[config.mk]
export PLATFORM = sky130hd
export DESIGN_NAME = junction_phase_scheduler
export DESIGN_NICKNAME = d
export VERILOG_FILES = /design/src/rtl/junction_pkg.sv /design/src/rtl/junction_phase_scheduler_rr_next_dir.sv /design/src/rtl/junction_phase_scheduler.sv
export SDC_FILE = /design/constraint.sdc
export NUM_CORES = 1
export LEC_CHECK = 0
export CAP_MARGIN = 15
export CORE_MARGIN = 1
export CORE_UTILIZATION = 50
export DETAILED_ROUTE_END_ITERATION = 12
export PLACE_DENSITY = 0.91
export SLEW_MARGIN = 0
export SYNTH_ARGS = -nofsm -noshare
export SYNTH_HDL_FRONTEND = slang
export SYNTH_HIERARCHICAL = 1
export SYNTH_SLANG_ARGS = --single-unit
[constraint.sdc]
create_clock -name clk -period 6.9 [get_ports clk]
set_input_delay 1.38 -clock clk [delete_from_list [all_inputs] [get_ports clk]]
set_output_delay 1.38 -clock clk [all_outputs]
set_load 0.005 [all_outputs]
[src/rtl/junction_pkg.sv]
`default_nettype none
// ============================================================================
//  Module      : junction_pkg
//  Description : Shared encodings for the junction phase scheduler: phase
//                states, per-approach light codes and approach indices.
//  Revision    : 1.0 - initial release
// ============================================================================
package junction_pkg;

    // Phase encodings
    localparam logic [2:0] ST_ALLRED = 3'd0;
    localparam logic [2:0] ST_GREEN  = 3'd1;
    localparam logic [2:0] ST_YELLOW = 3'd2;
    localparam logic [2:0] ST_PED    = 3'd3;
    localparam logic [2:0] ST_EMERG  = 3'd4;

    // Light codes
    localparam logic [1:0] LT_RED    = 2'b00;
    localparam logic [1:0] LT_YELLOW = 2'b01;
    localparam logic [1:0] LT_GREEN  = 2'b10;

    // Approach indices
    localparam logic [1:0] DIR_N = 2'd0;
    localparam logic [1:0] DIR_E = 2'd1;
    localparam logic [1:0] DIR_S = 2'd2;
    localparam logic [1:0] DIR_W = 2'd3;

    // Light code shown on one approach for a given phase and owning direction
    function automatic logic [1:0] light_code(input logic [2:0] st,
                                              input logic [1:0] owner,
                                              input logic [1:0] approach);
        logic [1:0] code;
        code = LT_RED;
        if (owner == approach) begin
            if (st == ST_GREEN || st == ST_EMERG) begin
                code = LT_GREEN;
            end else if (st == ST_YELLOW) begin
                code = LT_YELLOW;
            end
        end
        return code;
    endfunction

endpackage : junction_pkg
`default_nettype wire

[src/rtl/junction_phase_scheduler_rr_next_dir.sv]
`default_nettype none
// ============================================================================
//  Module      : rr_next_dir
//  Description : Round-robin approach selector. Returns the first approach
//                with demand, searching from i_dir+1 around to i_dir itself;
//                falls back to i_dir+1 when nobody is waiting.
//  Revision    : 1.0 - initial release
// ============================================================================
module rr_next_dir
    import junction_pkg::*;
(
    input  logic [1:0] i_dir,
    input  logic [3:0] i_demand,
    output logic [1:0] o_next_dir
);

    logic       w_found;
    logic [1:0] w_cand;

    // Scan the four candidates in rotation order, keeping the first hit
    always_comb begin
        w_found    = 1'b0;
        w_cand     = '0;
        o_next_dir = i_dir + 2'd1;
        for (int k = 1; k <= 4; k++) begin
            w_cand = i_dir + 2'(k);
            if (!w_found && i_demand[w_cand]) begin
                w_found    = 1'b1;
                o_next_dir = w_cand;
            end
        end
    end

endmodule : rr_next_dir
`default_nettype wire

[src/rtl/junction_phase_scheduler.sv]
`default_nettype none
// ============================================================================
//  Module      : junction_phase_scheduler
//  Description : Four-approach junction sequencer. Cycles GREEN -> YELLOW ->
//                ALLRED with per-approach green times, serves latched
//                pedestrian and emergency requests as dedicated phases, and
//                drives registered phase/direction/countdown/light outputs.
//  Revision    : 1.0 - initial release
// ============================================================================
module junction_phase_scheduler
    import junction_pkg::*;
#(
    parameter int CW       = 8,
    parameter int YEL_T    = 2,
    parameter int ALLRED_T = 1,
    parameter int PED_T    = 5,
    parameter int EM_T     = 8
) (
    input  logic          clk,
    input  logic          reset,
    input  logic          tick,
    input  logic          ped_button,
    input  logic          em_button,
    input  logic [1:0]    em_dir,
    input  logic [3:0]    demand,
    input  logic [CW-1:0] tg0,
    input  logic [CW-1:0] tg1,
    input  logic [CW-1:0] tg2,
    input  logic [CW-1:0] tg3,
    output logic [2:0]    state,
    output logic [1:0]    dir,
    output logic [CW-1:0] count,
    output logic [1:0]    n_light,
    output logic [1:0]    e_light,
    output logic [1:0]    s_light,
    output logic [1:0]    w_light,
    output logic          ped_walk,
    output logic          em_active
);

    // Phase load values; a zero duration still occupies one tick
    localparam logic [CW-1:0] c_YEL_LD    = CW'((YEL_T    < 1) ? 1 : YEL_T);
    localparam logic [CW-1:0] c_ALLRED_LD = CW'((ALLRED_T < 1) ? 1 : ALLRED_T);
    localparam logic [CW-1:0] c_PED_LD    = CW'((PED_T    < 1) ? 1 : PED_T);
    localparam logic [CW-1:0] c_EM_LD     = CW'((EM_T     < 1) ? 1 : EM_T);

    logic          r_ped_q;
    logic          r_em_q;
    logic          r_ped_pending;
    logic          r_em_pending;
    logic [1:0]    r_em_dir;

    logic          w_ped_rise;
    logic          w_em_rise;
    logic [1:0]    w_rr_dir;
    logic [CW-1:0] w_tg [4];
    logic [CW-1:0] w_green_ld;
    logic          w_adv;
    logic          w_dec;
    logic          w_enter;
    logic [2:0]    w_tgt;
    logic [2:0]    w_nst;
    logic [1:0]    w_ndir;
    logic [CW-1:0] w_ncnt;
    logic          w_nact;
    logic          w_ped_clr;
    logic          w_em_clr;
    logic [1:0]    w_nlight [4];

    assign w_ped_rise = ped_button & ~r_ped_q;
    assign w_em_rise  = em_button  & ~r_em_q;

    assign w_tg[0] = tg0;
    assign w_tg[1] = tg1;
    assign w_tg[2] = tg2;
    assign w_tg[3] = tg3;

    // Green time of the approach about to be served, sampled only at entry
    assign w_green_ld = (w_tg[w_rr_dir] == '0) ? CW'(1) : w_tg[w_rr_dir];

    assign w_adv = tick && (count == CW'(1));
    assign w_dec = tick && (count >  CW'(1));

    rr_next_dir u_rr_next_dir (
        .i_dir      (dir),
        .i_demand   (demand),
        .o_next_dir (w_rr_dir)
    );

    // Choose the phase to enter: emergency preemption first, then the tick-driven sequence
    always_comb begin
        w_enter = 1'b0;
        w_tgt   = ST_ALLRED;
        case (state)
            ST_GREEN: begin
                if (r_em_pending) begin
                    w_enter = 1'b1;
                    w_tgt   = (dir == r_em_dir) ? ST_EMERG : ST_YELLOW;
                end else if (w_adv) begin
                    w_enter = 1'b1;
                    w_tgt   = ST_YELLOW;
                end
            end
            ST_YELLOW: begin
                if (w_adv) begin
                    w_enter = 1'b1;
                    w_tgt   = ST_ALLRED;
                end
            end
            ST_ALLRED: begin
                if (w_adv) begin
                    w_enter = 1'b1;
                    if (r_em_pending) begin
                        w_tgt = ST_EMERG;
                    end else if (r_ped_pending) begin
                        w_tgt = ST_PED;
                    end else begin
                        w_tgt = ST_GREEN;
                    end
                end
            end
            ST_PED: begin
                if (r_em_pending || w_adv) begin
                    w_enter = 1'b1;
                    w_tgt   = ST_ALLRED;
                end
            end
            ST_EMERG: begin
                if (w_adv) begin
                    w_enter = 1'b1;
                    w_tgt   = ST_YELLOW;
                end
            end
            default: begin
                w_enter = 1'b1;
                w_tgt   = ST_ALLRED;
            end
        endcase
    end

    // Work out next-cycle phase, owner, countdown and request clears
    always_comb begin
        w_nst     = state;
        w_ndir    = dir;
        w_ncnt    = count;
        w_nact    = em_active;
        w_ped_clr = 1'b0;
        w_em_clr  = 1'b0;
        if (w_enter) begin
            w_nst = w_tgt;
            case (w_tgt)
                ST_GREEN: begin
                    w_ndir = w_rr_dir;
                    w_ncnt = w_green_ld;
                    w_nact = 1'b0;
                end
                ST_YELLOW: begin
                    w_ncnt = c_YEL_LD;
                end
                ST_PED: begin
                    w_ncnt    = c_PED_LD;
                    w_ped_clr = 1'b1;
                    w_nact    = 1'b0;
                end
                ST_EMERG: begin
                    w_ndir   = r_em_dir;
                    w_ncnt   = c_EM_LD;
                    w_em_clr = 1'b1;
                    w_nact   = 1'b1;
                end
                default: begin
                    w_ncnt = c_ALLRED_LD;
                end
            endcase
        end else if (w_dec) begin
            w_ncnt = count - CW'(1);
        end
    end

    // Per-approach light code for the upcoming phase
    generate
        for (genvar d = 0; d < 4; d++) begin : g_light
            assign w_nlight[d] = light_code(w_nst, w_ndir, 2'(d));
        end
    endgenerate

    // Button edge detection and request latching
    always_ff @(posedge clk or negedge reset) begin
        if (!reset) begin
            r_ped_q       <= 1'b0;
            r_em_q        <= 1'b0;
            r_ped_pending <= 1'b0;
            r_em_pending  <= 1'b0;
            r_em_dir      <= DIR_N;
        end else begin
            r_ped_q <= ped_button;
            r_em_q  <= em_button;
            if (w_ped_clr) begin
                r_ped_pending <= 1'b0;
            end else if (w_ped_rise && state != ST_PED) begin
                r_ped_pending <= 1'b1;
            end
            if (w_em_clr) begin
                r_em_pending <= 1'b0;
            end else if (w_em_rise && !r_em_pending && state != ST_EMERG) begin
                r_em_pending <= 1'b1;
                r_em_dir     <= em_dir;
            end
        end
    end

    // Phase state machine and registered outputs
    always_ff @(posedge clk or negedge reset) begin
        if (!reset) begin
            state     <= ST_ALLRED;
            dir       <= DIR_N;
            count     <= c_ALLRED_LD;
            n_light   <= LT_RED;
            e_light   <= LT_RED;
            s_light   <= LT_RED;
            w_light   <= LT_RED;
            ped_walk  <= 1'b0;
            em_active <= 1'b0;
        end else begin
            state     <= w_nst;
            dir       <= w_ndir;
            count     <= w_ncnt;
            n_light   <= w_nlight[0];
            e_light   <= w_nlight[1];
            s_light   <= w_nlight[2];
            w_light   <= w_nlight[3];
            ped_walk  <= (w_nst == ST_PED);
            em_active <= w_nact;
        end
    end

endmodule : junction_phase_scheduler
`default_nettype wire

==> metrics.txt <==
Initial Utilization 53.2%; synth warn 6; Yosys reg bits 29; largest net degree at the start of global routing 30; I/O pin cnt 66; Async S/R FF share, synth 100%; Final Hold Fails 0; Reg clk slew, reported paths 60 ps; CTS buffer count 5; aggregate global routing overflow 0; Arrival @ worst endpoint 4060 ps; top_reg_cell synth dfrtp_1; setup bufs post-CTS 0; Area Overhead vs Synth 39.0%; GP Congestion 0.892; most common cell after layout, fill and taps aside clkdlybuf4s50_1; CTS sink cnt 29; area share of the largest cell type after synthesis 35.4%; DRT Pass-1 Iters 4; die height 64.9 um; DRC 0; nets 308; TritonCTS clock tree built; status completed; Worst Skew 2.72 ps; DR iter-0 viols 80; Tmin final 3870 ps; worst hold path stage count 1; Synth cell types 58; Critical Path Sink s_light[0]$_DFF_PN0_; number of global-route vias before repair 1,792; post-cts gate resize count 0; peak supply drop 162 uV; H-Tree Depth 2; dominant cell type by area after synthesis dfrtp_1; via/cell ratio 5.84; Reg2Reg Capture Point s_light[0]$_DFF_PN0_; Ant. Diodes 0; DR WL/cell 14.9 um; commonest cells after routing, fill and taps aside 65 x clkdlybuf4s50_1, 28 x dfrtp_1, 21 x nand2_1; reg-to-reg slack, setup 3990 ps; WHS 539 ps; layout cells sized above 1 14.8%; WL final 4.64 mm; CP Data Required Time 7090 ps; crit-path max FO 11; Post-synth EDFFs 0; initial antenna violation count 0; clk_lat worst skew 280 ps; area of the core 3720 um2; final core utilization 74.0%; Slew Viols, Final 0; crit path kind in -> reg; I/O Buffers 65; f_max 259 MHz; Row Count 22; Hold WC Path Type reg -> reg; setup violators final 0; Max-cap violations 0; Syn Inst Count 200; Overall Global Routing Usage 25.2%; startpoint types primary input; Post-Synthesis Cell Area 1980 um2; mean post-synth cell area 9.89 um2; hold_buf cts 0; setup TNS 0 ps; FF-to-FF Start count[0]$_DFFE_PN1P_; Place WS 2700 ps; synth top area cells dfrtp_1 35%, mux4_2 9.1%, nand2_1 4.0%, nor3_1 3.8%, nor2_1 3.4%; final worst slack 3030 ps; launch point of the worst path tick; clock buffer depth 2; register area share after synthesis 36.7%; Setup crit end kind register; Mapped Nets 245; Pwr Density 325 nW/um2; via total after detailed routing 1,817; global-route wire length before repair 8.00 mm; Worst R2R Path Depth 7; Post-DRT Antenna Nets 0; die width 64.9 um; Detailed Place HPWL 3.57 mm; Die Area 4210 um2; CTS root buffer clkbuf_8; RSZ-0062 raised after global routing false; slew margin rel. 55.6%; fin crit share 56.1%; Worst-Margin Slew 662 ps; LEAKAGE 1.10 nW
-- state kept, by name, indices dropped and copies added, names as in the netlist --
| signal | flops |
|---|---|
| count | 8 |
| state | 3 |
| dir | 2 |
| e_light | 2 |
| n_light | 2 |
| r_em_dir | 2 |
| s_light | 2 |
| w_light | 2 |
| em_active | 1 |
| ped_walk | 1 |
| r_em_pending | 1 |
| r_em_q | 1 |
| r_ped_pending | 1 |
| r_ped_q | 1 |
-- layer usage --
layer / vias up / GRT usage (%) / routed length, um
li1: 864 / - / -
met3: 8 / 6.69 / 378
met5: - / 0 / 0
met2: 100 / 42.3 / 2270
met4: 0 / 10.6 / 93
met1: 845 / 30.2 / 1900
-- power breakdown --
group	internal (W)	switching, W	total [W]
registers	0.000224	0.0000802	0.000304
clock network	0.000105	0.0000620	0.000167
logic	0.000231	0.000192	0.000422
total	0.000559	0.000334	0.000893
-- cells by family after synthesis --
kind of cell	Yosys count	synth area share [%]
compound gates	44	18.5
xor+xnor	4	1.77
fa+ha+maj	2	1.26
buf+inv	19	4.49
flops	29	36.7
mux	12	11.3
simple gates	90	26.0
-- how the worst min path moves through the flow --
| stage | from | endpoint | slack (ps) |
|---|---|---|---|
| floorplan | em_active$_DFFE_PN0P_ | em_active$_DFFE_PN0P_ | 470 |
| global placement | em_active$_DFFE_PN0P_ | em_active$_DFFE_PN0P_ | 480 |
| detailed placement | em_active$_DFFE_PN0P_ | em_active$_DFFE_PN0P_ | 510 |
| CTS | em_active$_DFFE_PN0P_ | em_active$_DFFE_PN0P_ | 540 |
| global route | r_ped_pending$_DFFE_PN0P_ | r_ped_pending$_DFFE_PN0P_ | 560 |
| finish | r_ped_pending$_DFFE_PN0P_ | r_ped_pending$_DFFE_PN0P_ | 540 |
-- cell type report --
cell class	instances	area, um2
sequential	29	727
timing repair buffer	67	666
clock buffer	5	68.8
clock inverter	2	35.0
inverter	8	30.0
fill	274	967
multi-input combinational	152	1160
tap	48	60.1
-- stage by stage --
stage	instances	cell area (um2)	power (W)
after floorplan	200	1980	0.000565
after global placement	304	2650	0.000712
after detailed placement	304	2650	0.000722
after CTS	311	2750	0.000892
after global routing	311	2750	0.000958
final	311	2750	0.000893
-- cell usage after synthesis, types with 4 or more instances --
cell type / count
dfrtp_1: 28
nor2_1: 18
inv_1: 6
mux4_2: 8
and2_1: 6
or2_2: 4
nor3_1: 15
clkbuf_1: 7
a21oi_1: 11
nand2_1: 21
nand2b_1: 5
-- critical path: stages --
cell and delay [ps]:
clkdlybuf4s50_1 720, or4bb_1 570, nor4_4 550, nor4b_1 170, a211oi_4 350, inv_2 110
nor3_1 200
Note: power is estimated with default switching activity, not from simulation.
